===== config.mk =====
export PLATFORM = sky130hd
export DESIGN_NAME = sd_sector_responder
export DESIGN_NICKNAME = d
export VERILOG_FILES = /design/src/rtl/sd_sector_responder.sv
export SDC_FILE = /design/constraint.sdc
export NUM_CORES = 1
export LEC_CHECK = 0
export CAP_MARGIN = 15
export CORE_ASPECT_RATIO = 1.75
export CORE_UTILIZATION = 44
export CTS_CLUSTER_DIAMETER = 120
export DETAILED_ROUTE_END_ITERATION = 12
export PLACE_DENSITY_LB_ADDON = 0.2
export SYNTH_ARGS = -nofsm -noshare
export SYNTH_HDL_FRONTEND = slang
export SYNTH_SLANG_ARGS = --single-unit

===== constraint.sdc =====
create_clock -name clk_sys -period 3.45 [get_ports clk_sys]
set_input_delay 0.69 -clock clk_sys [delete_from_list [all_inputs] [get_ports clk_sys]]
set_output_delay 0.69 -clock clk_sys [all_outputs]
set_load 0.005 [all_outputs]

===== src/rtl/sd_sector_responder.sv =====
// Responder for the core's sector handshake: moves one 512-byte sector between the
// core's sector buffer and a byte-wide backing store, one byte at a time.
module sd_sector_responder #(
  parameter int unsigned LBA_BITS  = 6,
  parameter int unsigned ACK_DELAY = 4,
  parameter int unsigned GAP       = 2
) (
  input  logic                  clk_sys,
  input  logic                  reset,
  input  logic [31:0]           sd_lba,
  input  logic                  sd_rd,
  input  logic                  sd_wr,
  output logic                  sd_ack,
  output logic [8:0]            sd_buff_addr,
  output logic [7:0]            sd_buff_dout,
  output logic                  sd_buff_wr,
  input  logic [7:0]            sd_buff_din,
  output logic [LBA_BITS+8:0]   store_addr,
  output logic                  store_rd,
  output logic                  store_wr,
  output logic [7:0]            store_wdata,
  input  logic [7:0]            store_rdata,
  input  logic                  store_ready,
  output logic                  busy,
  output logic                  err
);

  typedef enum logic [2:0] {
    StIdle, StAckWait, StRdReq, StRdPush, StWrAddr, StWrCap, StWrReq, StGapWait
  } state_e;

  state_e              state_q, state_d;
  logic [7:0]          cnt_q, cnt_d;
  logic [LBA_BITS-1:0] lba_q, lba_d;
  logic                dir_rd_q, dir_rd_d;
  logic                oor_q, oor_d;
  logic [8:0]          idx_q, idx_d;
  logic                sd_ack_q, sd_ack_d;
  logic [8:0]          sd_buff_addr_q, sd_buff_addr_d;
  logic [7:0]          sd_buff_dout_q, sd_buff_dout_d;
  logic                sd_buff_wr_q, sd_buff_wr_d;
  logic                store_rd_q, store_rd_d;
  logic                store_wr_q, store_wr_d;
  logic [7:0]          store_wdata_q, store_wdata_d;
  logic                busy_q, busy_d;
  logic                err_q, err_d;

  always_comb begin
    state_d        = state_q;
    cnt_d          = cnt_q;
    lba_d          = lba_q;
    dir_rd_d       = dir_rd_q;
    oor_d          = oor_q;
    idx_d          = idx_q;
    sd_ack_d       = sd_ack_q;
    sd_buff_addr_d = sd_buff_addr_q;
    sd_buff_dout_d = sd_buff_dout_q;
    sd_buff_wr_d   = 1'b0;
    store_rd_d     = store_rd_q;
    store_wr_d     = store_wr_q;
    store_wdata_d  = store_wdata_q;
    err_d          = err_q;

    unique case (state_q)
      StIdle: begin
        if (sd_rd || sd_wr) begin
          lba_d    = sd_lba[LBA_BITS-1:0];
          dir_rd_d = sd_rd;
          oor_d    = |sd_lba[31:LBA_BITS];
          idx_d    = 9'd0;
          cnt_d    = 8'd0;
          state_d  = StAckWait;
          if (|sd_lba[31:LBA_BITS]) err_d = 1'b1;
        end
      end
      StAckWait: begin
        if (cnt_q == 8'(ACK_DELAY - 1)) begin
          sd_ack_d = 1'b1;
          cnt_d    = 8'd0;
          if (dir_rd_q) begin
            state_d    = StRdReq;
            store_rd_d = !oor_q;
          end else begin
            state_d        = StWrAddr;
            sd_buff_addr_d = idx_q;
          end
        end else begin
          cnt_d = cnt_q + 8'd1;
        end
      end
      StRdReq: begin
        // Out-of-range sectors never touch the store and read back as erased.
        if (oor_q || store_ready) begin
          store_rd_d     = 1'b0;
          sd_buff_dout_d = oor_q ? 8'hFF : store_rdata;
          sd_buff_addr_d = idx_q;
          sd_buff_wr_d   = 1'b1;
          state_d        = StRdPush;
        end
      end
      StRdPush: begin
        if (idx_q == 9'd511) begin
          sd_ack_d = 1'b0;
          cnt_d    = 8'd0;
          state_d  = (GAP == 0) ? StIdle : StGapWait;
        end else begin
          idx_d      = idx_q + 9'd1;
          store_rd_d = !oor_q;
          state_d    = StRdReq;
        end
      end
      StWrAddr: state_d = StWrCap;
      StWrCap: begin
        // Buffer read data lags its address by one cycle.
        store_wdata_d = sd_buff_din;
        store_wr_d    = !oor_q;
        state_d       = StWrReq;
      end
      StWrReq: begin
        if (oor_q || store_ready) begin
          store_wr_d = 1'b0;
          if (idx_q == 9'd511) begin
            sd_ack_d = 1'b0;
            cnt_d    = 8'd0;
            state_d  = (GAP == 0) ? StIdle : StGapWait;
          end else begin
            idx_d          = idx_q + 9'd1;
            sd_buff_addr_d = idx_q + 9'd1;
            state_d        = StWrAddr;
          end
        end
      end
      StGapWait: begin
        if (cnt_q == 8'(GAP - 1)) begin
          state_d = StIdle;
        end else begin
          cnt_d = cnt_q + 8'd1;
        end
      end
      default: state_d = StIdle;
    endcase

    busy_d = (state_d != StIdle);
  end

  always_ff @(posedge clk_sys) begin
    if (reset) begin
      state_q        <= StIdle;
      cnt_q          <= 8'd0;
      lba_q          <= '0;
      dir_rd_q       <= 1'b0;
      oor_q          <= 1'b0;
      idx_q          <= 9'd0;
      sd_ack_q       <= 1'b0;
      sd_buff_addr_q <= 9'd0;
      sd_buff_dout_q <= 8'd0;
      sd_buff_wr_q   <= 1'b0;
      store_rd_q     <= 1'b0;
      store_wr_q     <= 1'b0;
      store_wdata_q  <= 8'd0;
      busy_q         <= 1'b0;
      err_q          <= 1'b0;
    end else begin
      state_q        <= state_d;
      cnt_q          <= cnt_d;
      lba_q          <= lba_d;
      dir_rd_q       <= dir_rd_d;
      oor_q          <= oor_d;
      idx_q          <= idx_d;
      sd_ack_q       <= sd_ack_d;
      sd_buff_addr_q <= sd_buff_addr_d;
      sd_buff_dout_q <= sd_buff_dout_d;
      sd_buff_wr_q   <= sd_buff_wr_d;
      store_rd_q     <= store_rd_d;
      store_wr_q     <= store_wr_d;
      store_wdata_q  <= store_wdata_d;
      busy_q         <= busy_d;
      err_q          <= err_d;
    end
  end

  assign sd_ack       = sd_ack_q;
  assign sd_buff_addr = sd_buff_addr_q;
  assign sd_buff_dout = sd_buff_dout_q;
  assign sd_buff_wr   = sd_buff_wr_q;
  assign store_addr   = {lba_q, idx_q};
  assign store_rd     = store_rd_q;
  assign store_wr     = store_wr_q;
  assign store_wdata  = store_wdata_q;
  assign busy         = busy_q;
  assign err          = err_q;

endmodule


==> results.txt, run 1 <==
Slowest Stage Delay on Critical Path: 450 ps
first-pass GRT wire length: 12.39 mm
Synth Flop Type: dfxtp_1
status: finished, final reports clean
root buffer cell: clkbuf_8
cells along the critical path: ha_1 -> and3_1 -> and3_1 -> and3_1 -> ha_1 -> a21boi_0 -> o32ai_1 -> buf_4 -> nand2_1 -> o21bai_1 -> nor2_1
DP Area: 3854 um2
antenna cells: 0
largest net degree at the start of global routing: 51
fmax: 347.7 MHz
FF/Latch Area: 1181 um2
Post-synth EDFFs: 0
GRT Overall Usage: 0.2342
# nets final: 480
DRC viols: 0
via count: 2771
Final Hold Viols: 0
TritonCTS clock tree: yes
Die Footprint: 6804 um2
Area Growth Syn to Fin: 42.04%
H-Tree Depth: 3
kind of critical path: flip-flop to flip-flop
final setup vio count: 0
initial antenna violation count: 0
Hold Path Class: flip-flop to flip-flop
syn_nets: 386
Die Y: 108.4 um
data required time of the worst path: 3660 ps
Inst Count DP: 492
crit path max fanout: 9
io pins: 99
area of the multi-input gates: 1548 um2
Max VDD drop: 0.0002639 V
number of CTS-inserted buffers: 9
most frequent cells in the layout: 97 x clkdlybuf4s50_1, 66 x nor2_1, 59 x dfxtp_1
post-route cell area: 4041 um2
vias per cell: 5.455
most used cell, CP: and3_1
post-route ant nets: 0
clock transition at the registers of the reported paths: 60 ps
DIE WIDTH: 62.79 um
Layout fillers: 536
mean post-synth cell area: 8.648 um2
Setup Fix Bufs, Post-CTS: 0
Slew Viols, Final: 0
Synth Warn #: 0
routed length per instance: 14.61 um
commonest non-fill, non-tap cell in the layout: clkdlybuf4s50_1
Slew @ Worst Pin: 1029 ps
Leakage Power: 1.475 nW
CTS resizes: 0
Overall Power: 1.480 mW
post-synth cell types: 53
final hold slack: 474.7 ps
Max-slew headroom: 0.3117
Final Cycle Share: 0.8335
FF+latch count, synth: 59
Max stage delay cell, worst path: dfxtp_1
post-synthesis sequential area ratio: 0.4151
total gr overflow: 0
RSZ-0062 raised after global routing: false
# clock sinks: 59
Mapped Cells: 329
CP endpoint kind: flip-flop
worst skew pair latency: 340 ps
Non-Filler Instances: 508
Starting Density: 0.4568
core area: 6228 um2
TNS Setup: 0 ps
share of cells above drive strength 1: 0.06308
initial detailed-routing violation count: 120
Max Cap Viol: 0
Core Rows: 38
Routed WL: 7.420 mm
CTS Buffer Depth: 2
Final HPWL DP: 5.391 mm
Hold-fix buffers, CTS: 0
cell area after synthesis: 2845 um2
minimum clock period: 2876 ps
vias in the first global route: 2677
IO Port Bufs: 98
placer congestion estimate: 0.8814
DR pass1 iterations: 4
Power Density: 366.2 nW/um2
Arr. time, crit path: 3080 ps
Setup crit start kind: flip-flop
Clock Skew: 7.259 ps
asr flop ratio synth: 0
-- path summary, 6_finish.rpt --
path	slack, ps	cells past startpoint	startpoint	to
max	570	11	idx_q[0]	cnt_q[6]
min	470	2	err	err
max reg2reg	570	11	idx_q[0]	cnt_q[6]
min reg2reg	470	2	err	err
-- state kept, by name (all words and copies together), names as in the netlist --
register	count
state_q	3
sd_buff_addr	9
lba_q	6
sd_buff_dout	8
busy	1
sd_buff_wr	1
store_wr	1
store_wdata	8
store_rd	1
oor_q	1
sd_ack	1
cnt_q	8
err	1
dir_rd_q	1
idx_q	9
-- cell type report --
cell class,instances,area share
clock buffer,14,0.03777
clock inverter,2,0.008669
inverter,7,0.006502
multi-input combinational,245,0.3830
sequential,59,0.2923
tap,80,0.02477
timing repair buffer,101,0.2471
-- synth_stat cells (all sizes together) (2+ instances only) --
master	instances	area [um2]
dfxtp	59	1181
or3	7	43.79
nor3	15	85.08
o31a	2	17.52
nand3b	4	30.03
o21ai	9	45.04
nand2	9	33.78
nor2	66	247.7
nand3	7	35.03
nor2b	2	12.51
xnor2	6	52.55
xor2	6	52.55
o31ai	2	15.01
a21oi	16	80.08
ha	4	50.05
o21a	2	15.01
a22oi	2	15.01
nor4	10	77.57
clkbuf	13	58.80
a211oi	17	137.6
a21boi	2	15.01
nand4	3	18.77
mux2i	18	180.2
o21bai	2	15.01
nand2b	4	25.02
and2	3	18.77
and3	4	26.28
buf	5	31.28
inv	7	26.28
or2	4	25.02
o32ai	3	26.28
a31oi	2	12.51
-- worst max-delay path: cells and delay by family (launching register included) --
family | cells | cell delay [ps]
adders and majority gates | 2 | 570
AOI/OAI and AO/OA | 3 | 790
DFF | 1 | 450
and+or+nand+nor | 5 | 760
buffers and inverters | 1 | 180
-- per-stage QoR --
step,utilization,setup slack [ps]
finish,0.6489,574.3
CTS,0.6489,602.8
detailed placement,0.6187,631.7
floorplan,-,721.6
global placement,0.6187,732.5
global route,0.6489,267.7
-- power by group --
| part | total (mW) | switching [mW] | internal [mW] |
|---|---|---|---|
| Sequential | 0.710 | 0.0157 | 0.694 |
| Combinational | 0.156 | 0.0623 | 0.0938 |
| Clock | 0.614 | 0.260 | 0.353 |
-- per-layer routing --
metal / global-route usage / vias up / routed length, um
met2: 0.4286 / 85 / 3977
li1: - / 1374 / -
met1: 0.2398 / 1295 / 2880
met4: 0.1196 / 0 / 191
met3: 0.06540 / 17 / 371
met5: 0 / - / 0
-- kinds of logic after synthesis --
group / after synthesis / synth area share
buf+inv: 25 / 0.04090
xor+xnor: 12 / 0.03694
flops: 59 / 0.4151
compound gates: 69 / 0.1759
fa+ha+maj: 4 / 0.01759
mux: 18 / 0.06332
simple gates: 142 / 0.2502
Power figures use the tool's default switching activity.
==> run 2, diff against run 1 <==
--- a/config.mk
+++ b/config.mk
@@ -7,7 +7,7 @@
 export LEC_CHECK = 0
 export CAP_MARGIN = 15
 export CORE_ASPECT_RATIO = 1.75
-export CORE_UTILIZATION = 44
+export CORE_UTILIZATION = 41
 export CTS_CLUSTER_DIAMETER = 120
 export DETAILED_ROUTE_END_ITERATION = 12
 export PLACE_DENSITY_LB_ADDON = 0.2
==> constraint.sdc (replaced) <==
create_clock -name clk_sys -period 2.4 [get_ports clk_sys]
set_input_delay 0.48 -clock clk_sys [delete_from_list [all_inputs] [get_ports clk_sys]]
set_output_delay 0.48 -clock clk_sys [all_outputs]
set_load 0.005 [all_outputs]
==> results.txt, run 2 (synthesized netlist as in run 1, its figures left out) <==
Slew @ Worst Pin: 728.6 ps (-300.3 ps)
via count: 2883 (+4.0%)
io pins: 99 (unchanged)
Die Y: 112.2 um (+3.5%)
Clock Skew: 5.848 ps (-1.411 ps)
TritonCTS clock tree: yes
crit path max fanout: 7 (-2)
number of CTS-inserted buffers: 9 (unchanged)
largest net degree at the start of global routing: 33 (-35%)
Overall Power: 2.573 mW (+74%)
flop2flop setup slack: 40 ps (-530 ps)
RSZ-0062 raised after global routing: true
final setup vio count: 0 (unchanged)
Power Density: 577.5 nW/um2 (+58%)
IO Port Bufs: 98 (unchanged)
CP endpoint kind: flip-flop
fmax: 424.1 MHz (+22%)
vias in the first global route: 2880 (+7.6%)
kind of critical path: flip-flop to flip-flop
gr busiest metal: met2
H-Tree Depth: 3 (unchanged)
Final Cycle Share: 0.9825 (+0.1489)
DP Area: 4071 um2 (+5.6%)
post-route ant nets: 0 (unchanged)
GR Util met3: 0.07114 (+0.005737)
Max stage delay cell, worst path: dfxtp_4
data required time of the worst path: 2610 ps (-1050 ps)
worst skew pair latency: 330 ps (about the same)
vias per cell: 5.389 (-1.2%)
Core Rows: 39 (+2.6%)
DIE WIDTH: 64.97 um (+3.5%)
grt met1 use: 0.2193 (-0.02042)
Slew Viols, Final: 0 (unchanged)
placer congestion estimate: 0.8854 (+0.45%)
Die Footprint: 7290 um2 (+7.1%)
Starting Density: 0.4287 (-0.02808)
met2 GRT Util: 0.4257 (-0.002877)
area of the multi-input gates: 1654 um2 (+6.9%)
Layout fillers: 571 (+6.5%)
Max-slew headroom: 0.5126 (+0.2009)
first-pass GRT wire length: 12.85 mm (+3.7%)
Slowest Stage Delay on Critical Path: 350 ps (-100 ps)
Final Hold Viols: 0 (unchanged)
share of cells above drive strength 1: 0.1501 (+0.08703)
clock transition at the registers of the reported paths: 50 ps (about the same)
root buffer cell: clkbuf_16
hold path cells: 2 (unchanged)
Worst Hold Path EP: err
GRT Overall Usage: 0.2306 (-0.003543)
# clock sinks: 59 (unchanged)
Hold Path Origin: err
FF-to-FF End: busy
status: finished, final reports clean
Final HPWL DP: 5.887 mm (+9.2%)
Hold Path Class: flip-flop to flip-flop
initial detailed-routing violation count: 80 (-33%)
worst r2r path cells: 10 (-1)
total gr overflow: 0 (unchanged)
CTS Buffer Depth: 2 (unchanged)
most used cell, CP: and3_4
most frequent cells in the layout: 97 x clkdlybuf4s50_1, 66 x nor2_1, 57 x dfxtp_1
FF/Latch Area: 1186 um2 (+0.42%)
Max VDD drop: 0.0005018 V (+90%)
Setup crit start kind: flip-flop
crit-path leading delay family: simple AND/OR/NAND/NOR gates
Routed WL: 8.112 mm (+9.3%)
Max Cap Viol: 0 (unchanged)
DR pass1 iterations: 4 (unchanged)
DRC viols: 0 (unchanged)
worst r2r src: idx_q[0]
Worst Path Buf+Inv: 0 (-1)
cells along the critical path: ha_4 -> and3_4 -> and3_4 -> and3_4 -> ha_4 -> nand2_2 -> o31ai_1 -> or2_1 -> o31a_1 -> or3_1
Arr. time, crit path: 2570 ps (-510 ps)
core area: 6636 um2 (+6.5%)
initial antenna violation count: 0 (unchanged)
commonest non-fill, non-tap cell in the layout: clkdlybuf4s50_1
antenna cells: 0 (unchanged)
routed length per instance: 15.16 um (+3.8%)
minimum clock period: 2358 ps (-517.7 ps)
Area Growth Syn to Fin: 56.60%
# nets final: 505 (+5.2%)
post-route cell area: 4456 um2 (+10%)
Leakage Power: 1.661 nW (+13%)
-- run 2: worst max path at each step --
stage | startpoint | end | slack (ps) | cells past startpoint
finish | idx_q[0] | busy | 40 | 10
CTS | idx_q[0] | busy | 4 | 9
floorplan | idx_q[0] | busy | 10 | 11
detailed placement | idx_q[0] | busy | 20 | 9
global placement | idx_q[0] | busy | 60 | 10
global route | idx_q[0] | busy | -10 | 10
-- run 2: timing repair --
action | 4_1_cts | 5_1_grt
gates resized for setup | 0 | 8
setup endpoints to repair | 0 | 25
setup buffers | 0 | 2
hold buffers | 0 | 0
-- run 2: worst min-delay path, delay by kind of cell, from the launching register on --
family | cells | cell delay, ps
DFF | 1 | 310
buffers and inverters | 1 | 50
AOI/OAI and AO/OA | 1 | 50
-- run 2: layout make-up --
cell class / instances / share of cell area
multi-input combinational: 246 / 0.3712
clock buffer: 15 / 0.06234
sequential: 59 / 0.2662
inverter: 7 / 0.005897
timing repair buffer: 125 / 0.2645
tap: 82 / 0.02303
clock inverter: 1 / 0.006740
-- run 2: metal layers --
metal  up-vias  routed length, um
li1       1425                  -
met1      1341               2971
met2        96               4472
met3        21                408
met4         0                260
met5         -                  0
-- run 2: metrics by stage --
stage / worst slack [ps] / setup TNS [ps] / hold slack [ps] / utilization / instances
2_1_floorplan: 10.27 / 0 / 442.1 / - / 329
3_3_place_gp: 55.07 / 0 / 438.3 / 0.6135 / 516
3_5_place_dp: 16.74 / 0 / 448.7 / 0.6135 / 516
4_1_cts: 3.723 / 0 / 458.3 / 0.6599 / 532
5_1_grt: -10.66 / -10.66 / 481.8 / 0.6714 / 535
6_report: 42.09 / 0 / 458.7 / 0.6714 / 535
-- run 2: power breakdown --
part           internal (mW)  switching [mW]
combinational          0.147           0.103
clock                  0.887           0.416
sequential             0.999          0.0195
==> run 3, diff against run 2 <==
--- a/config.mk
+++ b/config.mk
@@ -10,6 +10,7 @@
 export CORE_UTILIZATION = 41
 export CTS_CLUSTER_DIAMETER = 120
 export DETAILED_ROUTE_END_ITERATION = 12
+export MAX_ROUTING_LAYER = met4
 export PLACE_DENSITY_LB_ADDON = 0.2
 export SYNTH_ARGS = -nofsm -noshare
 export SYNTH_HDL_FRONTEND = slang
==> results.txt, run 3 (synthesized netlist as in run 1, its figures left out) <==
Arr. time, crit path: 2630 ps (+60 ps)
Layout fillers: 553 (-3.2%)
largest net degree at the start of global routing: 33 (unchanged)
Final HPWL DP: 5.864 mm (-0.39%)
post-route cell area: 4549 um2 (+2.1%)
Max VDD drop: 0.0004491 V (-11%)
io pins: 99 (unchanged)
initial detailed-routing violation count: 114 (+43%)
Area Growth Syn to Fin: 59.89%
DIE WIDTH: 64.97 um (unchanged)
initial antenna violation count: 0 (unchanged)
RSZ-0062 raised after global routing: true
Final Cycle Share: 0.9949 (+0.01247)
share of cells above drive strength 1: 0.1711 (+0.02094)
core area: 6636 um2 (unchanged)
Slew Viols, Final: 0 (unchanged)
Routed WL: 8.196 mm (+1.0%)
Slew @ Worst Pin: 656.9 ps (-71.70 ps)
GRT Overall Usage: 0.2409 (+0.01022)
pre-CTS setup slack: 24.09 ps (+7.352 ps)
total gr overflow: 0 (unchanged)
H-Tree Depth: 3 (unchanged)
Die Footprint: 7290 um2 (unchanged)
Core Rows: 39 (unchanged)
vias per cell: 5.411 (+0.41%)
IO Port Bufs: 98 (unchanged)
Setup WS post-layout: 12.16 ps (-29.92 ps)
most frequent cells in the layout: 97 x clkdlybuf4s50_1, 66 x nor2_1, 57 x dfxtp_1
TritonCTS clock tree: yes
Hold-fix buffers, CTS: 0 (unchanged)
final setup vio count: 0 (unchanged)
Clock Skew: 5.393 ps (-0.4553 ps)
placer congestion estimate: 0.9378 (+5.9%)
clock transition at the registers of the reported paths: 50 ps (about the same)
CTS Buffer Depth: 2 (unchanged)
DR pass1 iterations: 4 (unchanged)
Leakage Power: 1.703 nW (+2.5%)
vias in the first global route: 3023 (+5.0%)
Max Cap Viol: 0 (unchanged)
status: finished, final reports clean
Die Y: 112.2 um (unchanged)
post-route ant nets: 0 (unchanged)
Hold Path Class: flip-flop to flip-flop
root buffer cell: clkbuf_16
Max-slew headroom: 0.5607 (+0.04814)
DP Area: 4064 um2 (-0.18%)
# clock sinks: 59 (unchanged)
kind of critical path: flip-flop to flip-flop
fmax: 418.8 MHz (-1.3%)
Setup crit start kind: flip-flop
crit path max fanout: 8 (+1)
Final Hold Viols: 0 (unchanged)
commonest non-fill, non-tap cell in the layout: clkdlybuf4s50_1
DRC viols: 0 (unchanged)
# nets final: 508 (+0.59%)
via count: 2911 (+0.97%)
first-pass GRT wire length: 13.15 mm (+2.4%)
data required time of the worst path: 2640 ps (+30 ps)
minimum clock period: 2388 ps (+29.92 ps)
TNS Setup: 0 ps (unchanged)
Starting Density: 0.4287 (unchanged)
number of CTS-inserted buffers: 9 (unchanged)
worst skew pair latency: 330 ps (about the same)
antenna cells: 0 (unchanged)
fin util: 0.6855 (+0.01414)
CP endpoint kind: flip-flop
Power Density: 585.1 nW/um2 (+1.3%)
routed length per instance: 15.23 um (+0.47%)
run 3: metal layers:
layer / vias up / part of all wire / track usage
li1: 1425 / - / -
met1: 1354 / 0.37 / 0.2259
met2: 105 / 0.55 / 0.4313
met3: 27 / 0.045 / 0.05589
met4: 0 / 0.036 / 0.1393
met5: - / 0 / -
run 3: path summary, 6_finish.rpt:
| path | from | to | slack, ps | depth (start not counted) |
|---|---|---|---|---|
| max | idx_q[0] | sd_buff_addr[7] | 10 | 12 |
| min | err | err | 480 | 2 |
| max reg2reg | idx_q[0] | sd_buff_addr[7] | 10 | 12 |
| min reg2reg | err | err | 480 | 2 |
run 3: stage by stage:
step / instances / hold WS [ps] / power [mW]
2_1_floorplan: 329 / 442.1 / 1.136
3_3_place_gp: 515 / 453.9 / 1.279
3_5_place_dp: 515 / 458.7 / 1.282
4_1_cts: 531 / 468.8 / 2.669
5_1_grt: 538 / 501.5 / 2.744
6_report: 538 / 477.8 / 2.662
run 3: where the power goes:
part           internal [mW]  total, mW  switching [mW]
clock network          0.958       1.39           0.432
registers              0.999       1.02          0.0196
logic                  0.150      0.254           0.103
total                   2.11       2.66           0.555
run 3: what timing repair did:
item,in CTS,in global routing
gates resized for setup,0,15
endpoints found under the setup margin,0,22
setup buffers,0,6
run 3: critical path, stage by stage (launching register included):
cell      delay (ps)
dfxtp_4          350
ha_4             160
and3_4           180
and3_4           170
and3_4           170
ha_4             180
buf_4            150
a211o_4          330
o41ai_4          100
buf_12           200
buf_4            110
nor2_1            30
a211oi_1         180
run 3: final cells by class:
cell class	count	area, um2	share of cell area
Multi-Input combinational cell	245	1664	0.3658
Clock buffer	11	252.7	0.05556
Inverter	7	26.28	0.005776
Timing Repair Buffer	129	1242	0.2731
Tap cell	82	102.6	0.02255
Clock inverter	5	75.07	0.01650
Sequential cell	59	1186	0.2607
